==> config.mk <==
export PLATFORM = sky130hd
export DESIGN_NAME = sha512_round_ctrl
export DESIGN_NICKNAME = d
export VERILOG_FILES = /design/src/rtl/sha512_pkg.sv /design/src/rtl/sha512_round_ctrl.sv
export SDC_FILE = /design/constraint.sdc
export NUM_CORES = 1
export LEC_CHECK = 0
export ABC_AREA = 0
export CAP_MARGIN = 10
export CORE_MARGIN = 2
export CORE_UTILIZATION = 44
export DETAILED_ROUTE_END_ITERATION = 7
export PLACE_DENSITY = 0.87
export SYNTH_ARGS = -nofsm -noshare
export SYNTH_HDL_FRONTEND = slang
export SYNTH_SLANG_ARGS = --single-unit
==> constraint.sdc <==
create_clock -name clk -period 2.2 [get_ports clk]
set_input_delay 0.66 -clock clk [delete_from_list [all_inputs] [get_ports clk]]
set_output_delay 0.66 -clock clk [all_outputs]
set_load 0.03 [all_outputs]
==> src/rtl/sha512_pkg.sv <==
// ============================================================================
// Module      : sha512_pkg
// Description : Shared types and constants for the SHA-512 compression
//               controller, datapath and wordConst wrapper.
// Revision    : 1.0 - initial release
// ============================================================================
`default_nettype none

package sha512_pkg;

  localparam int NUM_ROUNDS = 80;
  localparam int MSG_WORDS  = 16;
  localparam int ROUND_W    = 7;

  typedef enum logic [2:0] {
    IDLE  = 3'd0,
    INIT  = 3'd1,
    ROUND = 3'd2,
    FINAL = 3'd3,
    DONE  = 3'd4
  } state_t;

  // True while W_t still comes straight from the message stream.
  function automatic logic is_msg_round(input logic [ROUND_W-1:0] t);
    return t < ROUND_W'(MSG_WORDS);
  endfunction

endpackage

`default_nettype wire

==> src/rtl/sha512_round_ctrl.sv <==
// ============================================================================
// Module      : sha512_round_ctrl
// Description : Block-level control FSM for the SHA-512 compression datapath:
//               message-word handshake, round index and register strobes.
// Revision    : 1.0 - initial release
// ============================================================================
`default_nettype none

module sha512_round_ctrl
  import sha512_pkg::*;
(
  input  logic               clk,
  input  logic               reset,
  input  logic               start,
  input  logic               first_block,
  input  logic               last_block,
  output logic               ready,
  input  logic               msg_valid,
  output logic               msg_ready,
  output logic [ROUND_W-1:0] round,
  output logic               w_sel,
  output logic               w_shift,
  output logic               hash_init,
  output logic               ab_init,
  output logic               ab_update,
  output logic               hash_accum,
  output logic               digest_valid,
  input  logic               digest_ack
);

  localparam logic [ROUND_W-1:0] c_LAST_ROUND = ROUND_W'(NUM_ROUNDS - 1);

  state_t             r_state;
  logic [ROUND_W-1:0] r_round;
  logic               r_first;
  logic               r_last;

  logic w_in_round;
  logic w_msg_phase;
  logic w_advance;

  assign w_in_round  = (r_state == ROUND);
  assign w_msg_phase = is_msg_round(r_round);
  // During message rounds a missing word stalls the round; afterwards W comes
  // from the schedule and every cycle advances.
  assign w_advance   = w_in_round && (!w_msg_phase || msg_valid);

  always_ff @(posedge clk) begin
    if (reset) begin
      r_state <= IDLE;
      r_round <= '0;
      r_first <= 1'b0;
      r_last  <= 1'b0;
    end else begin
      case (r_state)
        IDLE: begin
          if (start) begin
            r_first <= first_block;
            r_last  <= last_block;
            r_state <= INIT;
          end
        end
        INIT: begin
          r_round <= '0;
          r_state <= ROUND;
        end
        ROUND: begin
          if (w_advance) begin
            if (r_round == c_LAST_ROUND) begin
              r_round <= '0;
              r_state <= FINAL;
            end else begin
              r_round <= r_round + ROUND_W'(1);
            end
          end
        end
        FINAL: begin
          r_state <= r_last ? DONE : IDLE;
        end
        DONE: begin
          if (digest_ack) begin
            r_state <= IDLE;
          end
        end
        default: begin
          r_state <= IDLE;
          r_round <= '0;
        end
      endcase
    end
  end

  assign ready        = (r_state == IDLE);
  assign ab_init      = (r_state == INIT);
  // The datapath gives hash_init priority, so a..h pick up the IV this edge.
  assign hash_init    = (r_state == INIT) && r_first;
  assign round        = r_round;
  assign msg_ready    = w_in_round && w_msg_phase;
  assign w_sel        = w_in_round && !w_msg_phase;
  assign ab_update    = w_advance;
  assign w_shift      = w_advance;
  assign hash_accum   = (r_state == FINAL);
  assign digest_valid = (r_state == DONE);

endmodule

`default_nettype wire

==> flow_summary.ini, run 1 <==
[sta]
tightest_slew_ps = 441
hold_violations = 0
finalCriticalPeriod_ps = 2120
slew-limit-headroom = 0.705
worst_clock_skew_ps = 2.69
min_period_over_period = 0.962
max_freq_ghz = 0.473
setup_violations = 0
rsz0062_at_grt = false
finalMaxSlewViolations = 0

[job]
timing.max_cap.violations = 0

[place]
gp_congestion = 0.864
placed_cells_incl_taps = 131
portBuffers = 22
dp_hpwl_um = 1450

[clocking]
clockBufferDepth = 2
cts_root_buf = clkbuf_4
numCtsBuffers = 3
postCtsHoldBufs = 0
clkTransAtPathRegs_ps = 80
insertion_delay_ps = 280
post_cts_buffers = 0
htreeDepth = 1
cts_tree = built
cts.sinks = 12

[routing]
via_per_inst = 5.90
drt-wirelength-per-cell_um = 14.2
drc = 0
finalWirelength_um = 1920
vias = 797
first_pass_iters = 4
drt-initial-drc-count = 42
final_antenna_net_count = 0

[floorplan]
die_y_um = 44.4
die_w_um = 44.4
initial_utilization = 0.472
floorplan.die_area_um2 = 1970
fp-row-count = 14
core_area_um2 = 1520
ios = 23

[cells_and_area]
drive_above_1_share = 0.252
insertedDiodeCount = 0
mostFrequentLayoutCell = buf_4
finalNonFillerCells = 135
final_nets = 128
synthToLayoutAreaGrowth_pct = 46.1
final_cell_mix = buf_4 (17), dfxtp_1 (12), clkdlybuf4s50_1 (9), nand2_1 (7), a21oi_1 (7)

[power]
swShare = 0.291
p_seq_frac = 0.419
irDropWorstVdd_mv = 0.373
power.net_switching_mw = 0.158
cellPowerDensity_nw_per_um2 = 518
p_comb_frac = 0.253
clockPowerShare = 0.329
p_leak_nw = 0.487
p_total_mw = 0.545
p_int_mw = 0.387

[synth]
synth_warnings = 0
syn_inst = 84
syn_area_um2 = 719
syn-num-nets = 92
synth.yosys.seq_area_share = 0.334
syn_area_per_cell_um2 = 8.56
ys_ff_latch = 12
yosysUniqueCellTypes = 39

[setup_path]
worst-path-stages = 1
crit_fanout = 7
cp_top_family = buffers and inverters
crit_type = reg2out
cp.arrival_ps = 1460
reg2reg_depth = 5
worstSetupEndpointType = primary output
worstPathRequired_ps = 1540
crit_chain = clkdlybuf4s50_1
crit_buf_inv = 1
max_stage_delay_ps = 720
cp_slowest_cell = clkdlybuf4s50_1
cp-start-kind = flop

[global_routing]
grt_max_degree = 10
grt_pass1_vias = 716
antenna_found_initial = 0
gr-total-overflow = 0
grt.total_usage = 0.222
grt_pass1_wl_um = 3160

[worst_hold_path]
hold_class = reg2reg
hold_path_depth = 2

[run_status]
status = complete, no violations
[path summary, 6_finish.rpt]
path / endpoint / slack, ps / start
setup / recovery: round[2] / 80 / round[2]
hold / removal: r_last / 470 / r_last
setup reg to reg: round[3] / 480 / round[0]
hold reg to reg: r_last / 470 / r_last
[cell type report]
cell class              instances  area [um2]
inverters                       3        11.3
clock buffers                   4        36.3
well taps                      16        20.0
flip-flops and latches         12         240
fillers                       121         473
repair buffers                 36         302
multi-input cells              64         442
[cell usage after synthesis (all sizes together)]
cell type,count,share of area
buf,3,0.033
inv,3,0.016
a211oi,1,0.010
a211o,1,0.012
nor2,6,0.054
a31oi,1,0.0087
o21ai,3,0.021
mux2i,1,0.014
or3b,1,0.016
or2,1,0.0087
nand2,7,0.037
nor3b,3,0.031
dfxtp,12,0.33
and2,4,0.035
xnor2,1,0.012
and3b,1,0.012
or4b,1,0.014
ha,1,0.017
clkbuf,2,0.010
and3,1,0.0087
or4,1,0.010
nor2b,2,0.017
nor3,4,0.028
nor4b,1,0.021
a21oi,7,0.049
a32o,1,0.014
nor4,2,0.038
a41oi,1,0.012
nand3,4,0.028
o21bai,1,0.010
nand4b,1,0.012
a311oi,2,0.024
o31ai,2,0.021
a22oi,1,0.010
[metal layers]
metal,routed length [um],vias up,track usage
met4,42,0,0.115
li1,-,379,-
met1,808,372,0.298
met2,904,41,0.332
met5,0,-,0
met3,166,5,0.0490
[power by group through the flow]
stage | Clock, mW | Combinational, mW | Sequential [mW]
finish | 0.179 | 0.138 | 0.228
global route | 0.197 | 0.147 | 0.229
CTS | 0.185 | 0.138 | 0.228
detailed placement | 0 | 0.142 | 0.233
global placement | 0 | 0.139 | 0.233
floorplan | 0 | 0.0821 | 0.234
[timing repair]
item	4_1_cts	5_1_grt
endpoints found under the setup margin	7	8
pin swaps	1	1
gates resized for setup	17	10
[state kept, by name, indices dropped and copies added, names as in the netlist]
signal,cells
r_last,1
r_state,3
round,7
r_first,1
[stage by stage]
stage | TNS [ps] | hold WS, ps | setup slack (ps) | utilization | cell area, um2
after floorplan | 0 | 432 | 246 | - | 724
after global placement | -1010 | 448 | -499 | 0.678 | 1030
after detailed placement | -1080 | 462 | -518 | 0.678 | 1030
after CTS | 0 | 474 | 3.34 | 0.692 | 1050
after global routing | 0 | 499 | 22.0 | 0.690 | 1050
final | 0 | 471 | 83.6 | 0.690 | 1050
[cell families after synthesis]
kind of cell / after synthesis / share of synthesized area
xor gates and xnor gates: 1 / 0.0122
DFF: 12 / 0.334
and+or+nand+nor: 40 / 0.370
buffers and inverters: 8 / 0.0591
AOI/OAI and AO/OA: 21 / 0.193
adders and majority gates: 1 / 0.0174
muxes: 1 / 0.0139
(Power assumes the default switching activity.)
==> inputs of run 2 (changes only) <==
--- a/config.mk
+++ b/config.mk
@@ -6,8 +6,8 @@
 export NUM_CORES = 1
 export LEC_CHECK = 0
 export ABC_AREA = 0
-export CAP_MARGIN = 10
-export CORE_MARGIN = 2
+export CAP_MARGIN = 30
+export CORE_MARGIN = 1
 export CORE_UTILIZATION = 44
 export DETAILED_ROUTE_END_ITERATION = 7
 export PLACE_DENSITY = 0.87
==> flow_summary.ini, run 2 (synthesized netlist as in run 1, its figures left out) <==
[run_status]
status = complete, no violations

[cells_and_area]
design_area_um2 = 1060
mostFrequentLayoutCell = buf_4
insertedDiodeCount = 0
nFillCells = 116
ff_latch_area_um2 = 240
final_cell_mix = buf_4 (17), dfxtp_1 (12), clkdlybuf4s50_1 (9), nand2_1 (7), a21oi_1 (7)
final_nets = 128
drive_above_1_share = 0.235
multi_input_area_um2 = 442
largest_register_ffs = 7
synthToLayoutAreaGrowth_pct = 47.3

[global_routing]
grt_pass1_wl_um = 3490
grt_pass1_vias = 785
antenna_found_initial = 0
gr-total-overflow = 0
grt.total_usage = 0.258
grt_max_degree = 10

[floorplan]
initial_utilization = 0.472
die_w_um = 42.4
floorplan.die_area_um2 = 1800
core_area_um2 = 1520
fp-row-count = 14
die_y_um = 42.4
ios = 23

[routing]
finalWirelength_um = 2140
final_antenna_net_count = 0
via_per_inst = 6.04
first_pass_iters = 4
drt-wirelength-per-cell_um = 15.9
drt-initial-drc-count = 46
drc = 0
vias = 815

[sta]
finalCriticalPeriod_ps = 2140
finalMaxSlewViolations = 0
worst_clock_skew_ps = 3.16
rsz0062_at_grt = false
min_period_over_period = 0.974
setup_violations = 0
hold_violations = 0
slew-limit-headroom = 0.705
tightest_slew_ps = 442
max_freq_ghz = 0.467
fin_tns_setup_ps = 0

[setup_path]
cp.arrival_ps = 1480
crit_start = round[2]
crit_fanout = 7
timing.rr.start = round[0]
worstSetupEndpointType = primary output
r2r_slack_ps = 440
cp_slowest_cell = clkdlybuf4s50_1
crit_type = reg2out
worstPathRequired_ps = 1540
cp-start-kind = flop
cp_top_family = buffers and inverters
max_stage_delay_ps = 730
worst-path-stages = 1
reg2reg_to = round[3]
crit_chain = clkdlybuf4s50_1
crit_buf_inv = 1
endpoint = round[2]
reg2reg_depth = 5

[clocking]
cts_tree = built
cts_root_buf = clkbuf_4
htreeDepth = 1
insertion_delay_ps = 280
numCtsBuffers = 3
post_cts_buffers = 0
cts.sinks = 12
clkTransAtPathRegs_ps = 80
clockBufferDepth = 2

[job]
timing.max_cap.violations = 0

[power]
cellPowerDensity_nw_per_um2 = 517
irDropWorstVdd_mv = 0.457
p_leak_nw = 0.487

[place]
placed_area_um2 = 1030
dp_hpwl_um = 1550
portBuffers = 22
gp_congestion = 0.884

[worst_hold_path]
hold_class = reg2reg
[run 2: changes by cell type in the layout (fill, tap and decap cells not counted), sizes merged]
cell / previous run / this run
dlygate4sd2: 3 / 4
clkbuf: 7 / 5
clkdlybuf4s15: 0 / 1
[run 2: final cells by class]
type | count | area share
flip-flops and latches | 12 | 0.227
inverters | 3 | 0.0106
clock buffers | 4 | 0.0342
well taps | 16 | 0.0189
multi-input cells | 64 | 0.417
repair buffers | 36 | 0.293
[run 2: routing by layer]
layer / up-vias / routed length, um / global-route usage
met1: 371 / 912 / 0.309
met5: - / 0 / 0
met2: 47 / 1030 / 0.431
met4: 0 / 70 / 0.156
met3: 11 / 121 / 0.0345
li1: 386 / - / -
[run 2: worst min path at each step]
stage,startpoint,to,slack [ps],cells past startpoint
global placement,r_first,r_first,440,2
floorplan,r_first,r_first,430,2
finish,r_first,r_first,480,2
CTS,r_first,r_first,480,2
detailed placement,r_first,r_first,470,2
global route,r_first,r_first,510,2
[run 2: repair_timing]
action | in CTS | in global routing
pin swaps | 1 | 1
setup endpoints to repair | 7 | 7
hold buffers | 0 | 0
cloned | 0 | 0
resized for setup | 18 | 5
[run 2: through the flow]
| step | worst slack [ps] | power [mW] | hold slack, ps | util | cells |
|---|---|---|---|---|---|
| floorplan | 246 | 0.316 | 432 | - | 84 |
| global placement | -510 | 0.371 | 444 | 0.678 | 131 |
| detailed placement | -532 | 0.376 | 470 | 0.678 | 131 |
| CTS | 1.68 | 0.546 | 481 | 0.693 | 135 |
| global route | 0.692 | 0.569 | 507 | 0.695 | 135 |
| finish | 58.0 | 0.548 | 479 | 0.695 | 135 |
[run 2: power breakdown]
| group | switching (mW) | leakage (nW) | internal, mW |
|---|---|---|---|
| Sequential | 0.00476 | 0.0974 | 0.224 |
| Combinational | 0.0763 | 0.368 | 0.0627 |
| Clock | 0.0799 | 0.0210 | 0.101 |
